[src/rtl/mul_share_arbiter_if.sv]
// mul_share_arbiter_if
//   Requester-side handshake bundle for mul_share_arbiter.
//   master : client side (drives requests and response ready)
//   slave  : arbiter side (drives request accept and response)
//   Signals:
//     req_valid/req_ready  per-requester request handshake (NREQ bits)
//     req_a/req_b          packed operands, requester i at [i*W +: W]
//     rsp_valid/rsp_ready  per-requester response handshake (NREQ bits)
//     rsp_p                shared product (2*W bits), qualified by rsp_valid
//     rsp_err              watchdog error flag, qualified by rsp_valid
interface mul_share_arbiter_if #(
  parameter int NREQ = 4,
  parameter int W    = 4
);
  logic [NREQ-1:0]   req_valid;
  logic [NREQ-1:0]   req_ready;
  logic [NREQ*W-1:0] req_a;
  logic [NREQ*W-1:0] req_b;
  logic [NREQ-1:0]   rsp_valid;
  logic [NREQ-1:0]   rsp_ready;
  logic [2*W-1:0]    rsp_p;
  logic              rsp_err;

  modport master (
    output req_valid, req_a, req_b, rsp_ready,
    input  req_ready, rsp_valid, rsp_p, rsp_err
  );

  modport slave (
    input  req_valid, req_a, req_b, rsp_ready,
    output req_ready, rsp_valid, rsp_p, rsp_err
  );
endinterface

[src/rtl/mul_share_arbiter.sv]
// mul_share_arbiter
//   Shares one start/done multiplier among NREQ requesters. A round-robin
//   pick in IDLE latches the winner's operands, ISSUE pulses mul_start,
//   WAIT captures mul_p on mul_done, RESP returns the product to the winner.
//   Optional feature macro: MUL_ARB_TIMEOUT_EN (WAIT watchdog; on expiry the
//   response carries rsp_p=0, rsp_err=1). Without it rsp_err is constant 0.
// Ports:
//   clk, rst_n   clock, asynchronous active-low reset
//   rif          requester handshake bundle (slave modport)
//   grant_id     index of current/last granted requester
//   busy         high whenever not IDLE
//   mul_start    one-cycle start pulse to the multiplier
//   mul_a/mul_b  registered operands to the multiplier
//   mul_p        multiplier product
//   mul_done     multiplier done level
module mul_share_arbiter #(
  parameter int NREQ        = 4,
  parameter int W           = 4,
  parameter int TIMEOUT_CYC = 15
) (
  input  logic                    clk,
  input  logic                    rst_n,
  mul_share_arbiter_if.slave      rif,
  output logic [$clog2(NREQ)-1:0] grant_id,
  output logic                    busy,
  output logic                    mul_start,
  output logic [W-1:0]            mul_a,
  output logic [W-1:0]            mul_b,
  input  logic [2*W-1:0]          mul_p,
  input  logic                    mul_done
);
  localparam int IDW = $clog2(NREQ);

  typedef enum logic [1:0] {IDLE, ISSUE, WAIT, RESP} state_t;

  state_t         state;
  logic [IDW-1:0] last;
  logic           win_found;
  logic [IDW-1:0] win_idx;
  logic [IDW-1:0] cand;

  // Round-robin search starting just after the last winner.
  always_comb begin
    win_found = 1'b0;
    win_idx   = '0;
    cand      = '0;
    for (int unsigned k = 1; k <= NREQ; k++) begin
      cand = IDW'((32'(last) + k) % NREQ);
      if (!win_found && rif.req_valid[cand]) begin
        win_found = 1'b1;
        win_idx   = cand;
      end
    end
  end

  always_comb begin
    rif.req_ready = '0;
    if (state == IDLE && win_found) rif.req_ready[win_idx] = 1'b1;
  end

`ifdef MUL_ARB_TIMEOUT_EN
  localparam int TW = $clog2(TIMEOUT_CYC + 1);
  logic [TW-1:0] wcnt;
  logic          err_q;
  assign rif.rsp_err = err_q;
`else
  assign rif.rsp_err = 1'b0;
`endif

  always_ff @(posedge clk or negedge rst_n) begin
    if (!rst_n) begin
      state         <= IDLE;
      last          <= IDW'(NREQ - 1);
      grant_id      <= '0;
      busy          <= 1'b0;
      mul_start     <= 1'b0;
      mul_a         <= '0;
      mul_b         <= '0;
      rif.rsp_valid <= '0;
      rif.rsp_p     <= '0;
`ifdef MUL_ARB_TIMEOUT_EN
      wcnt          <= '0;
      err_q         <= 1'b0;
`endif
    end else begin
      case (state)
        IDLE: begin
          if (win_found) begin
            mul_a     <= rif.req_a[int'(win_idx)*W +: W];
            mul_b     <= rif.req_b[int'(win_idx)*W +: W];
            grant_id  <= win_idx;
            last      <= win_idx;
            mul_start <= 1'b1;
            busy      <= 1'b1;
            state     <= ISSUE;
          end
        end
        // mul_done may still be high from the previous product here; ignore it.
        ISSUE: begin
          mul_start <= 1'b0;
          state     <= WAIT;
`ifdef MUL_ARB_TIMEOUT_EN
          wcnt      <= '0;
`endif
        end
        WAIT: begin
          if (mul_done) begin
            rif.rsp_p     <= mul_p;
            rif.rsp_valid <= NREQ'(1) << grant_id;
            state         <= RESP;
`ifdef MUL_ARB_TIMEOUT_EN
            err_q         <= 1'b0;
          end else if (wcnt == TW'(TIMEOUT_CYC - 1)) begin
            // TIMEOUT_CYC full WAIT cycles without done.
            rif.rsp_p     <= '0;
            rif.rsp_valid <= NREQ'(1) << grant_id;
            err_q         <= 1'b1;
            state         <= RESP;
          end else begin
            wcnt          <= wcnt + 1'b1;
`endif
          end
        end
        RESP: begin
          if (rif.rsp_ready[grant_id]) begin
            rif.rsp_valid <= '0;
            busy          <= 1'b0;
            state         <= IDLE;
          end
        end
        default: state <= IDLE;
      endcase
    end
  end
endmodule

[src/flat_wrapper.sv]
// flat-port wrapper written by rule: the top's interface ports become plain ports
module mul_share_arbiter_flat 
#(
  parameter int NREQ        = 4,
  parameter int W           = 4,
  parameter int TIMEOUT_CYC = 15
)
  (clk, rst_n, grant_id, busy, mul_start, mul_a, mul_b, mul_p, mul_done, rif_req_valid, rif_req_a, rif_req_b, rif_rsp_ready, rif_req_ready, rif_rsp_valid, rif_rsp_p, rif_rsp_err);
  mul_share_arbiter_if #(.NREQ(NREQ), .W(W)) rif_i ();
  input  logic clk;
  input  logic rst_n;
  output logic [$clog2(NREQ)-1:0] grant_id;
  output logic busy;
  output logic mul_start;
  output logic [W-1:0] mul_a;
  output logic [W-1:0] mul_b;
  input  logic [2*W-1:0] mul_p;
  input  logic mul_done;
  input wire logic [$bits(rif_i.req_valid)-1:0] rif_req_valid;
  input wire logic [$bits(rif_i.req_a)-1:0] rif_req_a;
  input wire logic [$bits(rif_i.req_b)-1:0] rif_req_b;
  input wire logic [$bits(rif_i.rsp_ready)-1:0] rif_rsp_ready;
  output wire logic [$bits(rif_i.req_ready)-1:0] rif_req_ready;
  output wire logic [$bits(rif_i.rsp_valid)-1:0] rif_rsp_valid;
  output wire logic [$bits(rif_i.rsp_p)-1:0] rif_rsp_p;
  output wire logic [$bits(rif_i.rsp_err)-1:0] rif_rsp_err;
  assign rif_i.req_valid = rif_req_valid;
  assign rif_i.req_a = rif_req_a;
  assign rif_i.req_b = rif_req_b;
  assign rif_i.rsp_ready = rif_rsp_ready;
  assign rif_req_ready = rif_i.req_ready;
  assign rif_rsp_valid = rif_i.rsp_valid;
  assign rif_rsp_p = rif_i.rsp_p;
  assign rif_rsp_err = rif_i.rsp_err;
  mul_share_arbiter #(.NREQ(NREQ), .W(W), .TIMEOUT_CYC(TIMEOUT_CYC)) u_core (.clk(clk), .rst_n(rst_n), .rif(rif_i), .grant_id(grant_id), .busy(busy), .mul_start(mul_start), .mul_a(mul_a), .mul_b(mul_b), .mul_p(mul_p), .mul_done(mul_done));
endmodule
[config.mk]
export PLATFORM = sky130hd
export DESIGN_NAME = mul_share_arbiter_flat
export DESIGN_NICKNAME = d
export VERILOG_FILES = /design/src/rtl/mul_share_arbiter_if.sv /design/src/rtl/mul_share_arbiter.sv /design/src/flat_wrapper.sv
export SDC_FILE = /design/constraint.sdc
export NUM_CORES = 1
export LEC_CHECK = 0
export ABC_AREA = 1
export CORE_MARGIN = 1
export CORE_UTILIZATION = 45
export DETAILED_ROUTE_END_ITERATION = 16
export PLACE_DENSITY = 0.85
export SKIP_CTS_REPAIR_TIMING = 1
export SYNTH_ARGS = -nofsm -noshare
export SYNTH_HDL_FRONTEND = slang
export SYNTH_SLANG_ARGS = --single-unit
[constraint.sdc]
create_clock -name clk -period 3.1 [get_ports clk]
set_clock_uncertainty 0.1 [all_clocks]
set_input_delay 0.62 -clock clk [delete_from_list [all_inputs] [get_ports clk]]
set_output_delay 0.62 -clock clk [all_outputs]
set_load 0.02 [all_outputs]
==> results of run 1 <==
per-layer routing:
layer | wire [µm] | vias to the layer above | GRT usage (%) | share of wire, %
met5 | 0 | - | 0 | 0
met4 | 57 | 0 | 5.163 | 1.3
met3 | 272 | 8 | 6.250 | 6.1
met2 | 2253 | 65 | 39.69 | 50
met1 | 1891 | 839 | 27.28 | 42
li1 | - | 944 | - | -
registers in the layout, indices dropped and copies added (netlist names):
register,flops
u_core.mul_a,4
u_core.busy,1
u_core.mul_b,4
u_core.rif.rsp_p,8
u_core.rif.rsp_valid,4
u_core.last,2
u_core.grant_id,2
u_core.state,2
u_core.mul_start,1
worst min path at each step:
stage	slack [ps]	end	cells past startpoint
floorplan	220	u_core.busy$_DFFE_PN0P_	0
global placement	370	u_core.rif.rsp_valid[2]$_DFFE_PN0P_	2
detailed placement	380	u_core.rif.rsp_valid[1]$_DFFE_PN0P_	2
CTS	400	u_core.rif.rsp_valid[3]$_DFFE_PN0P_	2
global route	420	u_core.rif.rsp_valid[3]$_DFFE_PN0P_	2
finish	400	u_core.rif.rsp_valid[3]$_DFFE_PN0P_	2
metrics by stage:
stage | utilization (%) | area (µm²) | cells | total power (W)
floorplan | - | 1815 | 238 | 0.002075
global placement | 71.47 | 2695 | 370 | 0.002737
detailed placement | 71.47 | 2695 | 370 | 0.002778
CTS | 72.66 | 2740 | 374 | 0.002989
global route | 72.93 | 2750 | 374 | 0.003238
finish | 72.93 | 2750 | 374 | 0.002964
logic make-up (layout without fill, tap and decap cells):
group,after synthesis,in the layout,synth area share [%]
and+or+nand+nor,156,156,40.66
DFF,28,28,38.73
buffers and inverters,22,110,6.133
AOI/OAI and AO/OA,18,18,5.858
muxes,8,8,4.962
adders and majority gates,5,5,3.446
other,1,1,0.2066
worst max-delay path, delay by kind of cell:
family                 cells  cell delay (ps)
buffers and inverters      3              820
and+or+nand+nor            6              680
AOI/OAI and AO/OA          1              150
Yosys cell counts (all sizes together):
| cell type | n |
|---|---|
| dfstp | 2 |
| nand3 | 34 |
| dfrtp | 26 |
| a21oi | 6 |
| nor3 | 1 |
| o211ai | 1 |
| nand4 | 3 |
| o22ai | 1 |
| ha | 5 |
| nand2 | 106 |
| conb | 1 |
| buf | 6 |
| a21boi | 1 |
| nor2 | 12 |
| o21ai | 8 |
| o21bai | 1 |
| mux2 | 8 |
| inv | 16 |
area by class of cell:
| cell class | instances | area, µm² |
|---|---|---|
| Fill cell | 305 | 1021 |
| Multi-Input combinational cell | 188 | 1001 |
| Timing Repair Buffer | 90 | 880.8 |
| Sequential cell | 28 | 703.2 |
| Inverter | 16 | 60.06 |
| Tap cell | 48 | 60.06 |
| Clock buffer | 4 | 45.04 |
power breakdown:
group / total [W] / switching [W] / internal (W) / leakage, nW
combinational: 0.00208 / 0.00120 / 0.000884 / 1.02
sequential: 0.000688 / 0.000131 / 0.000556 / 0.339
clock: 0.000195 / 0.000103 / 0.0000918 / 0.0228
total: 0.00296 / 0.00143 / 0.00153 / 1.38
==> key figures, run 1 <==
Critical path
  – Reg2Reg Setup Slack: 930 ps
  – Cells along the critical path: clkdlybuf4s50_1 -> nand2_2 -> nand2_2 -> nand2_2 -> a21boi_1 -> nand3_1 -> nor2_4 -> inv_2 -> nor2_1 -> dlymetal6s2s_1
  – CP Class: in -> out
  – CP arrival: 2270 ps
  – Slowest Stage Delay on Critical Path: 520 ps
  – Crit path max fanout: 4
  – R2R Path End: u_core.mul_a[0]$_DFFE_PN0P_
  – Crit. End Element: output port
  – CP most frequent cell: nand2_2
  – Critical Path Sink: rif_req_ready[1]
  – CP startpoint kind: input pin
  – Worst Path Required: 2380 ps
  – Max stage delay cell, worst path: clkdlybuf4s50_1
  – Worst reg2reg path depth: 12
  – FF-to-FF Start: u_core.last[0]$_DFFE_PN1P_
  – Crit path launch: rif_req_valid[0]

Logic synthesis
  – Yosys cell types: 28
  – Post-Syn Instances: 238
  – Synthesized cell area: 1815 µm²
  – Synth area leaders: dfrtp_1, nand2_1, nand3_1, nand2_2, mux2_2
  – Yosys top cell area share: 35.84%
  – Synth warn: 0
  – Post-synth top area cell: dfrtp_1
  – Yosys reg bits: 28
  – Sequential area share after synthesis: 38.73%
  – Syn_nets: 294
  – Synth Area per Inst: 7.628 µm²

Placed design
  – DP Worst Slack: -245.7 ps
  – Port Buf Inserts: 78
  – GPL Wtd Cong: 0.8416
  – Dpl hpwl: 3577 µm

Detailed routing
  – Drt total wl: 4475 µm
  – Drt initial violations: 118
  – Avg Vias per Cell: 4.963
  – Via Count: 1856
  – DRT antenna net count: 0
  – DR WL/cell: 11.97 µm
  – Drt pass-1 iters: 4
  – Number of remaining DRC errors: 0

Die
  – Die ar.: 4292 µm²
  – I/O pins: 80
  – Row count: 22
  – Starting density of the core: 48.14%
  – Die height: 65.52 µm
  – Core box area: 3771 µm²
  – Chip Width: 65.52 µm

STA
  – Crit share post-route: 96.38%
  – RSZ-0062 raised after global routing: no
  – Crit path time final: 2988 ps
  – Rel. slew slack: 66.83%
  – Final Hold Fails: 0
  – Final worst setup slack: 112.3 ps
  – Final hold slack: 397.2 ps
  – Worst-margin pin slew: 495.3 ps
  – Pins over their slew limit: 0
  – Fmax: 334.7 MHz
  – Final setup vio count: 0
  – Total negative slack: 0 ps

Power
  – VDD IR-drop max: 0.5219 mV
  – Leakage: 1.377 nW
  – P per Cell Area: 1078 nW/µm²

Final layout
  – Synthesis-to-finish area growth: 51.48%
  – N_diodes: 0
  – Commonest non-fill, non-tap cell in the layout: nand2_1
  – Leading cell types in the layout, fill and taps excluded: nand2_1, clkdlybuf4s50_1, nand3_1
  – Fin nets: 383
  – Share of cells above drive strength 1: 17.79%

Clock network
  – Clk slew on worst S/H paths: 80 ps
  – CTS tree: done
  – H-tree levels: 1
  – Clk sink count: 28
  – Clock buffer depth: 2
  – CTS Buf Count: 3
  – Root buffer cell: clkbuf_8
  – Clk Latency, worst-skew pair: 260 ps

Flow run
  – Number of max-cap violations: 0

Global route
  – Total track usage: 22.62%
  – First-pass GRT wire length: 7596 µm
  – Total grt overflow: 0
  – Largest net degree at the start of global routing: 29
  – Initial antenna violation count: 0
  – Vias in the first global route: 1748

Hold path
  – Hold Crit Class: reg -> reg
  – HP Start: u_core.rif.rsp_valid[3]$_DFFE_PN0P_

Outcome
  – Status: complete, no violations
(Power assumes the default switching activity.)
==> run 2: changes to the inputs <==
- CAP_MARGIN: default -> 40
==> results of run 2 <==
No change in the layout: final DEF, timing and power equal those of run 1.
